<file path="src/rtl/snn_pkg.sv">
// -----------------------------------------------------------------------------
// snn_pkg
// Shared definitions for the spiking activation array:
//   - reset_mode encodings (RESET_ZERO, RESET_SUBTRACT)
//   - sat_signed(): clamps a wide signed value into a signed range of a
//     given width. Callers sign-extend into SAT_W bits and cast the
//     result back down to their own width.
// -----------------------------------------------------------------------------
package snn_pkg;

  localparam logic RESET_ZERO     = 1'b0;
  localparam logic RESET_SUBTRACT = 1'b1;

  // Working width of the saturation helper; must exceed any caller width.
  localparam int SAT_W = 64;

  function automatic logic signed [SAT_W-1:0] sat_signed(
    input logic signed [SAT_W-1:0] value,
    input int unsigned             width
  );
    logic signed [SAT_W-1:0] lim_hi;
    logic signed [SAT_W-1:0] lim_lo;
    lim_hi = (64'sd1 <<< (width - 1)) - 64'sd1;
    lim_lo = -lim_hi - 64'sd1;
    if (value > lim_hi) begin
      sat_signed = lim_hi;
    end else if (value < lim_lo) begin
      sat_signed = lim_lo;
    end else begin
      sat_signed = value;
    end
  endfunction

endpackage

</file>
<file path="src/rtl/lif_channel.sv">
// -----------------------------------------------------------------------------
// lif_channel
// One leaky integrate-and-fire neuron with refractory period and a
// saturating spike counter.
// Ports:
//   clk, rstn          clock, asynchronous active-low reset
//   in_valid           in_data is valid this cycle
//   in_data            signed increment for this channel
//   threshold, leak    signed firing threshold and per-input leak
//   reset_mode         RESET_ZERO / RESET_SUBTRACT post-spike behaviour
//   clear_count        synchronous counter clear (a same-cycle spike still counts)
//   spike              registered spike flag for the accepted input
//   potential          current membrane potential
//   count              accumulated spike count (saturating)
// -----------------------------------------------------------------------------
module lif_channel
  import snn_pkg::*;
#(
  parameter int DATA_WIDTH        = 16,
  parameter int COUNT_WIDTH       = 8,
  parameter int REFRACTORY_CYCLES = 2
) (
  input  logic                          clk,
  input  logic                          rstn,
  input  logic                          in_valid,
  input  logic signed [DATA_WIDTH-1:0]  in_data,
  input  logic signed [DATA_WIDTH-1:0]  threshold,
  input  logic signed [DATA_WIDTH-1:0]  leak,
  input  logic                          reset_mode,
  input  logic                          clear_count,
  output logic                          spike,
  output logic signed [DATA_WIDTH-1:0]  potential,
  output logic [COUNT_WIDTH-1:0]        count
);

  // Two guard bits: V + in - leak spans at most three full-range operands.
  localparam int EXT_W = DATA_WIDTH + 2;
  localparam int REF_W = (REFRACTORY_CYCLES > 0) ? $clog2(REFRACTORY_CYCLES + 1) : 1;

  logic signed [DATA_WIDTH-1:0] r_v;
  logic [REF_W-1:0]             r_ref;
  logic [COUNT_WIDTH-1:0]       r_count;
  logic                         r_spike;

  logic signed [EXT_W-1:0]      w_sum;
  logic signed [EXT_W-1:0]      w_excess;
  logic signed [DATA_WIDTH-1:0] w_v_next;
  logic signed [DATA_WIDTH-1:0] w_v_sub;
  logic                         w_ref_idle;
  logic                         w_accept;
  logic                         w_fire;

  assign w_sum      = EXT_W'(r_v) + EXT_W'(in_data) - EXT_W'(leak);
  assign w_v_next   = DATA_WIDTH'(sat_signed(SAT_W'(w_sum), DATA_WIDTH));
  // After a spike the excess is non-negative but may exceed the positive range.
  assign w_excess   = EXT_W'(w_v_next) - EXT_W'(threshold);
  assign w_v_sub    = DATA_WIDTH'(sat_signed(SAT_W'(w_excess), DATA_WIDTH));
  assign w_ref_idle = (r_ref == '0);
  assign w_accept   = in_valid && w_ref_idle;
  assign w_fire     = w_accept && (w_v_next >= threshold);

  always_ff @(posedge clk or negedge rstn) begin
    if (!rstn) begin
      r_v     <= '0;
      r_ref   <= '0;
      r_count <= '0;
      r_spike <= 1'b0;
    end else begin
      r_spike <= w_fire;

      if (w_accept) begin
        if (!w_fire) begin
          r_v <= w_v_next;
        end else if (reset_mode == RESET_SUBTRACT) begin
          r_v <= w_v_sub;
        end else begin
          r_v <= '0;
        end
      end

      if (in_valid) begin
        if (!w_ref_idle) begin
          r_ref <= r_ref - REF_W'(1);
        end else if (w_fire) begin
          r_ref <= REF_W'(REFRACTORY_CYCLES);
        end
      end

      // Clear wins over the stored value but never drops this cycle's spike.
      if (clear_count) begin
        r_count <= COUNT_WIDTH'(w_fire);
      end else if (w_fire && (r_count != '1)) begin
        r_count <= r_count + COUNT_WIDTH'(1);
      end
    end
  end

  assign spike     = r_spike;
  assign potential = r_v;
  assign count     = r_count;

endmodule

</file>
<file path="src/rtl/spiking_activation_array.sv">
// -----------------------------------------------------------------------------
// spiking_activation_array
// NUM_CHANNELS independent LIF neurons sharing threshold, leak and mode.
// Ports:
//   clk, rstn                 clock, asynchronous active-low reset
//   in_valid                  channel_input valid this cycle
//   channel_input             packed signed increments, channel i at [i*DW +: DW]
//   threshold, leak           shared signed threshold and leak
//   reset_mode                0 reset-to-zero, 1 reset-by-subtraction
//   reset_accumulated_spikes  synchronous clear of all spike counters
//   out_valid                 spike_vector valid (one cycle after in_valid)
//   spike_vector              per-channel spike flags
//   accumulated_spikes        packed per-channel spike counts
// -----------------------------------------------------------------------------
module spiking_activation_array
  import snn_pkg::*;
#(
  parameter int DATA_WIDTH        = 16,
  parameter int NUM_CHANNELS      = 4,
  parameter int COUNT_WIDTH       = 8,
  parameter int REFRACTORY_CYCLES = 2
) (
  input  logic                                clk,
  input  logic                                rstn,
  input  logic                                in_valid,
  input  logic [NUM_CHANNELS*DATA_WIDTH-1:0]  channel_input,
  input  logic signed [DATA_WIDTH-1:0]        threshold,
  input  logic signed [DATA_WIDTH-1:0]        leak,
  input  logic                                reset_mode,
  input  logic                                reset_accumulated_spikes,
  output logic                                out_valid,
  output logic [NUM_CHANNELS-1:0]             spike_vector,
  output logic [NUM_CHANNELS*COUNT_WIDTH-1:0] accumulated_spikes
);

  logic r_out_valid;

  always_ff @(posedge clk or negedge rstn) begin
    if (!rstn) begin
      r_out_valid <= 1'b0;
    end else begin
      r_out_valid <= in_valid;
    end
  end

  assign out_valid = r_out_valid;

  for (genvar gi = 0; gi < NUM_CHANNELS; gi++) begin : g_ch
    logic signed [DATA_WIDTH-1:0] w_potential;

    lif_channel #(
      .DATA_WIDTH        (DATA_WIDTH),
      .COUNT_WIDTH       (COUNT_WIDTH),
      .REFRACTORY_CYCLES (REFRACTORY_CYCLES)
    ) u_lif (
      .clk         (clk),
      .rstn        (rstn),
      .in_valid    (in_valid),
      .in_data     (channel_input[gi*DATA_WIDTH +: DATA_WIDTH]),
      .threshold   (threshold),
      .leak        (leak),
      .reset_mode  (reset_mode),
      .clear_count (reset_accumulated_spikes),
      .spike       (spike_vector[gi]),
      .potential   (w_potential),
      .count       (accumulated_spikes[gi*COUNT_WIDTH +: COUNT_WIDTH])
    );
  end

endmodule

</file>
<file path="config.mk">
export PLATFORM = sky130hd
export DESIGN_NAME = spiking_activation_array
export DESIGN_NICKNAME = d
export VERILOG_FILES = /design/src/rtl/snn_pkg.sv /design/src/rtl/lif_channel.sv /design/src/rtl/spiking_activation_array.sv
export SDC_FILE = /design/constraint.sdc
export NUM_CORES = 1
export LEC_CHECK = 0
export CAP_MARGIN = 10
export CORE_MARGIN = 4
export CORE_UTILIZATION = 45
export CTS_CLUSTER_SIZE = 25
export DETAILED_ROUTE_END_ITERATION = 8
export GPL_TIMING_DRIVEN = 0
export HOLD_SLACK_MARGIN = 0.1
export PLACE_DENSITY = 0.76
export RECOVER_POWER = 25
export REMOVE_ABC_BUFFERS = 1
export SYNTH_ARGS = -nofsm -noshare
export SYNTH_HDL_FRONTEND = slang
export SYNTH_SLANG_ARGS = --single-unit
</file>
<file path="constraint.sdc">
create_clock -name clk -period 6.4 [get_ports clk]
set_clock_uncertainty 0.2 [all_clocks]
set_input_delay 0.96 -clock clk [delete_from_list [all_inputs] [get_ports clk]]
set_output_delay 0.96 -clock clk [all_outputs]
set_load 0.01 [all_outputs]
</file>
==> reports/metrics.cfg, run 1 <==
[route]
drt_iter0_drc=1296
wl_mm=54.8
drc=0
routed_via_density=6.04
via_count=15672
ant_nets=0
wl_per_cell_um=21.1
firstDrtPassIters=6

[sta]
finalSetupViolCount=0
max_slew_margin_pct=-119
rsz0062_at_grt=true
timing.final.crit_period_ps=6390
period_share_pct=99.8
worst_pin_slew_ps=3280
max_freq_ghz=0.157
finalHoldViolations=0
slew_viol_final=54
setup_ws_ps=12.5

[status]
status=finished, violations left
violations=max-capacitance violations, max-slew violations

[clock_network]
clkLatencyLatePin_ps=370
htree_levels=3
cts-buffers-inserted=9
cts_tree=done
cts.sink_count=109
clk_pin_slew_worst_paths_ps=80
cts_buffer_depth=2
cts_root_buffer=clkbuf_16
hold_buffers=0

[layout]
nets=2463
drive_above_1_share_pct=22.5
fillers=2705
layout-area-overhead-vs-synth_pct=35.1

[setup_path]
crit_required_ps=6470
max_stage_delay_ps=610
arrival_ps=6460
regToRegEndpoint=g_ch[2].u_lif.potential[13]$_DFFE_PN0P_
path_max_fanout=9
crit-reg2reg-launch=g_ch[2].u_lif.potential[10]$_DFFE_PN0P_
cpLargestDelayFamily=simple AND/OR/NAND/NOR gates
critPathBufInv=6
cpMaxStageDelayCell=fa_1
path_class=in -> reg
crit_chain=clkdlybuf4s15_2, fa_1, inv_2, ha_4, and3_4, a31oi_4, or4b_4, o21a_4, buf_4, nand3b_1, and3_2, buf_4, o21ai_2, ha_4, nand4_1, buf_4, o31a_1, nand4_1, buf_6, and4_4, o21a_4, o21ai_0, a32oi_1
r2r_slack_ps=640
end_kind=flip-flop
cpMostUsedCell=buf_4
startpoint_type=input pin
r2r.worst_path.cells=23

[min_path]
whs_path_depth=1
hold_end=g_ch[0].u_lif.potential[4]$_DFFE_PN0P_
hold_class=reg -> reg
worst_hold_startpoint=g_ch[0].u_lif.potential[4]$_DFFE_PN0P_

[synth]
yosys.area.top_type_share_pct=18.1
synth_edf_count=0
netlist_area_sq_um=15100
yosysMostFrequentCell=inv_1
ys_ff_latch=109
seq_area_frac_synth_pct=18.1
yosysWarningCount=0
synthesis.instances=1915
synth.distinct_cells=91
syn_avg_cell_area_sq_um=7.87
synth_area_leader_cell=dfrtp_1
synth-main-ff-cell=dfrtp_1
async_flop_share_pct=100
ys_top_cells_by_count=inv_1 (340), ha_1 (148), a21oi_1 (118)
yosys-top-cells-area=dfrtp_1 (18%), ha_1 (12%), fa_1 (9.0%)

[global_routing]
track_usage_pct=27.1
antenna_found_initial=0
grt_start_max_net_pins=57
grt_overflow_total=0
grt_pass1_vias=14890
grt_pass1_wl_mm=78.8

[die]
ios=138
start_util_pct=46.0
die_y_um=191
die-area_sq_um=36500
row_count=66
die_w_um=191
coreArea_sq_um=32800

[placed_design]
gp_congestion=0.943
dp_slack_ps=-2270
io_buffers=137
dp_hpwl_mm=36.8

[job]
cap_violations=1

worst max-delay path by stage:
stage | from | end | cells after the start | slack (ps)
floorplan | channel_input[42] | g_ch[2].u_lif.potential[10]$_DFFE_PN0P_ | 22 | -80
global placement | leak[12] | g_ch[0].u_lif.potential[13]$_DFFE_PN0P_ | 20 | -2110
detailed placement | leak[12] | g_ch[0].u_lif.potential[13]$_DFFE_PN0P_ | 20 | -2270
CTS | channel_input[39] | g_ch[2].u_lif.potential[4]$_DFFE_PN0P_ | 25 | 10
global route | channel_input[49] | g_ch[3].u_lif.count[7]$_DFFE_PN0P_ | 23 | -100
finish | leak[11] | g_ch[2].u_lif.potential[13]$_DFFE_PN0P_ | 23 | 10
per-layer routing:
metal | wire [um] | vias to the layer above | global-route usage (%)
met5 | 0 | - | 0
met2 | 25500 | 692 | 44.1
met4 | 2770 | 0 | 12.3
li1 | - | 7242 | -
met3 | 4390 | 164 | 3.29
met1 | 22200 | 7574 | 36.2
through the flow:
step / util, % / setup TNS [ps] / hold WS (ps) / instance area (sq um) / cells
floorplan: - / -687 / 256 / 14800 / 1859
global placement: 51.1 / -188520 / 277 / 16800 / 2438
detailed placement: 51.2 / -180270 / 276 / 16800 / 2439
CTS: 56.2 / 0 / 301 / 18400 / 2511
global route: 62.1 / -2710 / 330 / 20400 / 2593
finish: 62.1 / 0 / 307 / 20400 / 2594
cell type report:
| class | instances | area (sq um) | share of cell area [%] |
|---|---|---|---|
| antenna | 1 | 2.50 | 0.0123 |
| clock buffer | 10 | 229 | 1.12 |
| clock inverter | 6 | 86.3 | 0.424 |
| inverter | 343 | 1290 | 6.33 |
| multi-input combinational | 1418 | 13000 | 63.9 |
| sequential | 109 | 2730 | 13.4 |
| tap | 442 | 553 | 2.72 |
| timing repair buffer | 265 | 2470 | 12.1 |
state kept, by name (all words and copies together) (netlist names):
name	cells
g_ch.u_lif.count	32
g_ch.u_lif.potential	64
g_ch.u_lif.r_ref	8
g_ch.u_lif.spike	4
out_valid	1
logic make-up (layout without fill, tap and decap cells):
family	Yosys count	in the layout	share of synthesized area, %
AOI/OAI and AO/OA	601	608	27.5
adders and majority gates	224	224	21.8
other	0	1	0
muxes	14	14	0.971
and+or+nand+nor	461	465	15.2
buffers and inverters	399	624	10.2
DFF	109	109	18.1
xor gates and xnor gates	107	107	6.22
placed cells by master, fill, tap and decap left out, types with 13 or more instances in the layout:
master           instances
a211o_1                 13
a211oi_1                21
a211oi_2                13
a21o_1                  50
a21oi_1                 89
a21oi_2                 18
a21oi_4                 15
buf_4                  109
buf_6                   13
clkdlybuf4s50_1        115
dfrtp_1                109
fa_1                    61
ha_1                    83
ha_2                    24
ha_4                    41
inv_1                  319
inv_2                   22
nand2_1                105
nand2b_1                15
nand3_1                 42
nand4_1                 16
nor2_1                 106
nor2b_1                 18
nor3_1                  40
o211ai_1                18
o21a_1                  26
o21ai_0                 71
o21ai_1                 32
o21ai_2                 17
o221ai_1                19
xnor2_1                 56
xor2_1                  46
repair_timing:
item,4_1_cts,5_1_grt
setup endpoints to repair,108,104
gates resized for setup,209,285
endpoints found under the hold margin,0,0
setup buffers,49,78
pin swaps,46,102
gates cloned,7,4
Power of run 1 is left out: the tool's default activity adds up to more than one toggle a clock period on the data nets, which glitch-free logic cannot reach.
==> run 2, diff against run 1 <==
--- a/config.mk
+++ b/config.mk
@@ -14,7 +14,7 @@
 export HOLD_SLACK_MARGIN = 0.1
 export PLACE_DENSITY = 0.76
 export RECOVER_POWER = 25
-export REMOVE_ABC_BUFFERS = 1
+export SLEW_MARGIN = 20
 export SYNTH_ARGS = -nofsm -noshare
 export SYNTH_HDL_FRONTEND = slang
 export SYNTH_SLANG_ARGS = --single-unit
==> run 2 against run 1 <==
The flow finishes with violations (max-capacitance violations, max-slew violations, negative setup slack). Flip-flop and latch count unchanged. Sequential share of layout area about the same. Routed wire length decreased by 1.8%. Setup slack got worse by 14 ps. Count of clock-buffer cells in the layout decreased by 1. Critical endpoint is now g_ch[2].u_lif.potential[4]$_DFFE_PN0P_. Fmax decreased by 0.22%. Worst hold slack got worse by 9.4 ps. First-iteration DRC count decreased by 5.6%. Cell area about the same. Register-to-register slack got worse by 80 ps.
==> reports/metrics.cfg, run 2 (synthesized netlist as in run 1, its figures left out) <==
[route]
ant_nets=0
firstDrtPassIters=5
wl_per_cell_um=20.6
drc=0
routed_via_density=6.04
via_count=15757
wl_mm=53.9
drt_iter0_drc=1223

[setup_path]
crit_required_ps=6420
path_max_fanout=6
r2r.worst_path.cells=23
end_kind=flip-flop
startpoint_type=input pin
arrival_ps=6420
r2r_slack_ps=560
cpMaxStageDelayCell=fa_1
path_class=in -> reg
regToRegEndpoint=g_ch[1].u_lif.potential[3]$_DFFE_PN0P_
max_stage_delay_ps=520
crit-reg2reg-launch=g_ch[1].u_lif.potential[1]$_DFFE_PN0P_

[clock_network]
cts_buffer_depth=2
htree_levels=3
clk_pin_slew_worst_paths_ps=80
cts.sink_count=109
cts-buffers-inserted=9
clkLatencyLatePin_ps=370
cts_root_buffer=clkbuf_16
cts_tree=done

[layout]
layout-area-overhead-vs-synth_pct=35.1
utilization_pct=62.1
drive_above_1_share_pct=22.0
largest_reg_flops=64
layout_common_cells=inv_1 (327), clkdlybuf4s50_1 (117), dfrtp_1 (109), nor2_1 (108), nand2_1 (106)
final_common_cell=inv_1
nets=2478
final_cells=2608
antenna_cells=0
final_area_sq_um=20400
seq_area_sq_um=2730
fillers=2709
multi_input_area_sq_um=12900

[sta]
max_freq_ghz=0.156
finalHoldViolations=0
finalSetupViolCount=1
max_slew_margin_pct=-123
period_share_pct=100
rsz0062_at_grt=true
setup_ws_ps=-1.36
slew_viol_final=57
worst_pin_slew_ps=3340
timing.final.crit_period_ps=6400

[die]
ios=138
row_count=66
die_y_um=191
die-area_sq_um=36500
coreArea_sq_um=32800
start_util_pct=46.0
die_w_um=191

[global_routing]
grt_pass1_vias=14836
antenna_found_initial=2
grt_start_max_net_pins=58
grt_overflow_total=0
track_usage_pct=26.7
grt_pass1_wl_mm=77.3

[placed_design]
dpl_cell_area_sq_um=17000
gp_congestion=0.926
dp_hpwl_mm=37.7
place_inst=2495
io_buffers=137
dp_slack_ps=-2220

[synth]
synth_nets=2232

[job]
cap_violations=1

[min_path]
worst_hold_startpoint=g_ch[1].u_lif.potential[10]$_DFFE_PN0P_
hold_end=g_ch[1].u_lif.potential[10]$_DFFE_PN0P_
whs_path_depth=2
hold_class=reg -> reg

[status]
status=finished, violations left
violations=max-capacitance violations, max-slew violations, negative setup slack

==> run 2: what timing repair did <==
action	in CTS	in global routing
gates resized for setup	232	293
endpoints found under the hold margin	0	0
setup buffers	48	60
setup endpoints to repair	108	101
hold buffers	0	0
pin swaps	50	134
gates cloned	2	3
==> run 2: area by class of cell <==
cell class | count | share of cell area (%)
Sequential cell | 109 | 13.4
Multi-Input combinational cell | 1407 | 63.2
Tap cell | 442 | 2.72
Clock inverter | 7 | 0.362
Timing Repair Buffer | 251 | 11.3
Buffer | 40 | 1.55
Clock buffer | 9 | 1.11
Inverter | 343 | 6.32
==> run 2: how the worst max path moves through the flow <==
| stage | startpoint | endpoint | cells after the start |
|---|---|---|---|
| 6_report | channel_input[39] | g_ch[2].u_lif.potential[4]$_DFFE_PN0P_ | 25 |
| 5_1_grt | channel_input[40] | g_ch[2].u_lif.potential[5]$_DFFE_PN0P_ | 26 |
| 4_1_cts | channel_input[3] | g_ch[0].u_lif.potential[0]$_DFFE_PN0P_ | 24 |
| 3_5_place_dp | leak[12] | g_ch[0].u_lif.potential[13]$_DFFE_PN0P_ | 22 |
| 3_3_place_gp | leak[12] | g_ch[0].u_lif.potential[12]$_DFFE_PN0P_ | 22 |
| 2_1_floorplan | channel_input[17] | g_ch[1].u_lif.count[5]$_DFFE_PN0P_ | 22 |
==> run 2: metal layers <==
layer  track usage [%]  vias to the layer above  wire length (um)
li1                  -                     7261                 -
met3              5.84                      177              4650
met5                 0                        -                21
met2              42.0                      733             24300
met4              13.2                        4              3000
met1              34.7                     7582             21900
==> run 2: through the flow <==
step	hold WS, ps	setup TNS, ps
final	298	-1.36
after global routing	320	-3520
after CTS	296	0
after detailed placement	276	-169020
after global placement	277	-184220
after floorplan	256	0
==> run 2: critical path, delay by kind of cell <==
| kind | cells | cell delay (ps) |
|---|---|---|
| AOI/OAI and AO/OA | 11 | 2340 |
| adders and majority gates | 4 | 1360 |
| buffers and inverters | 7 | 1130 |
| and+or+nand+nor | 2 | 460 |
| xor gates and xnor gates | 1 | 180 |
Power of run 2 is left out for the same reason.
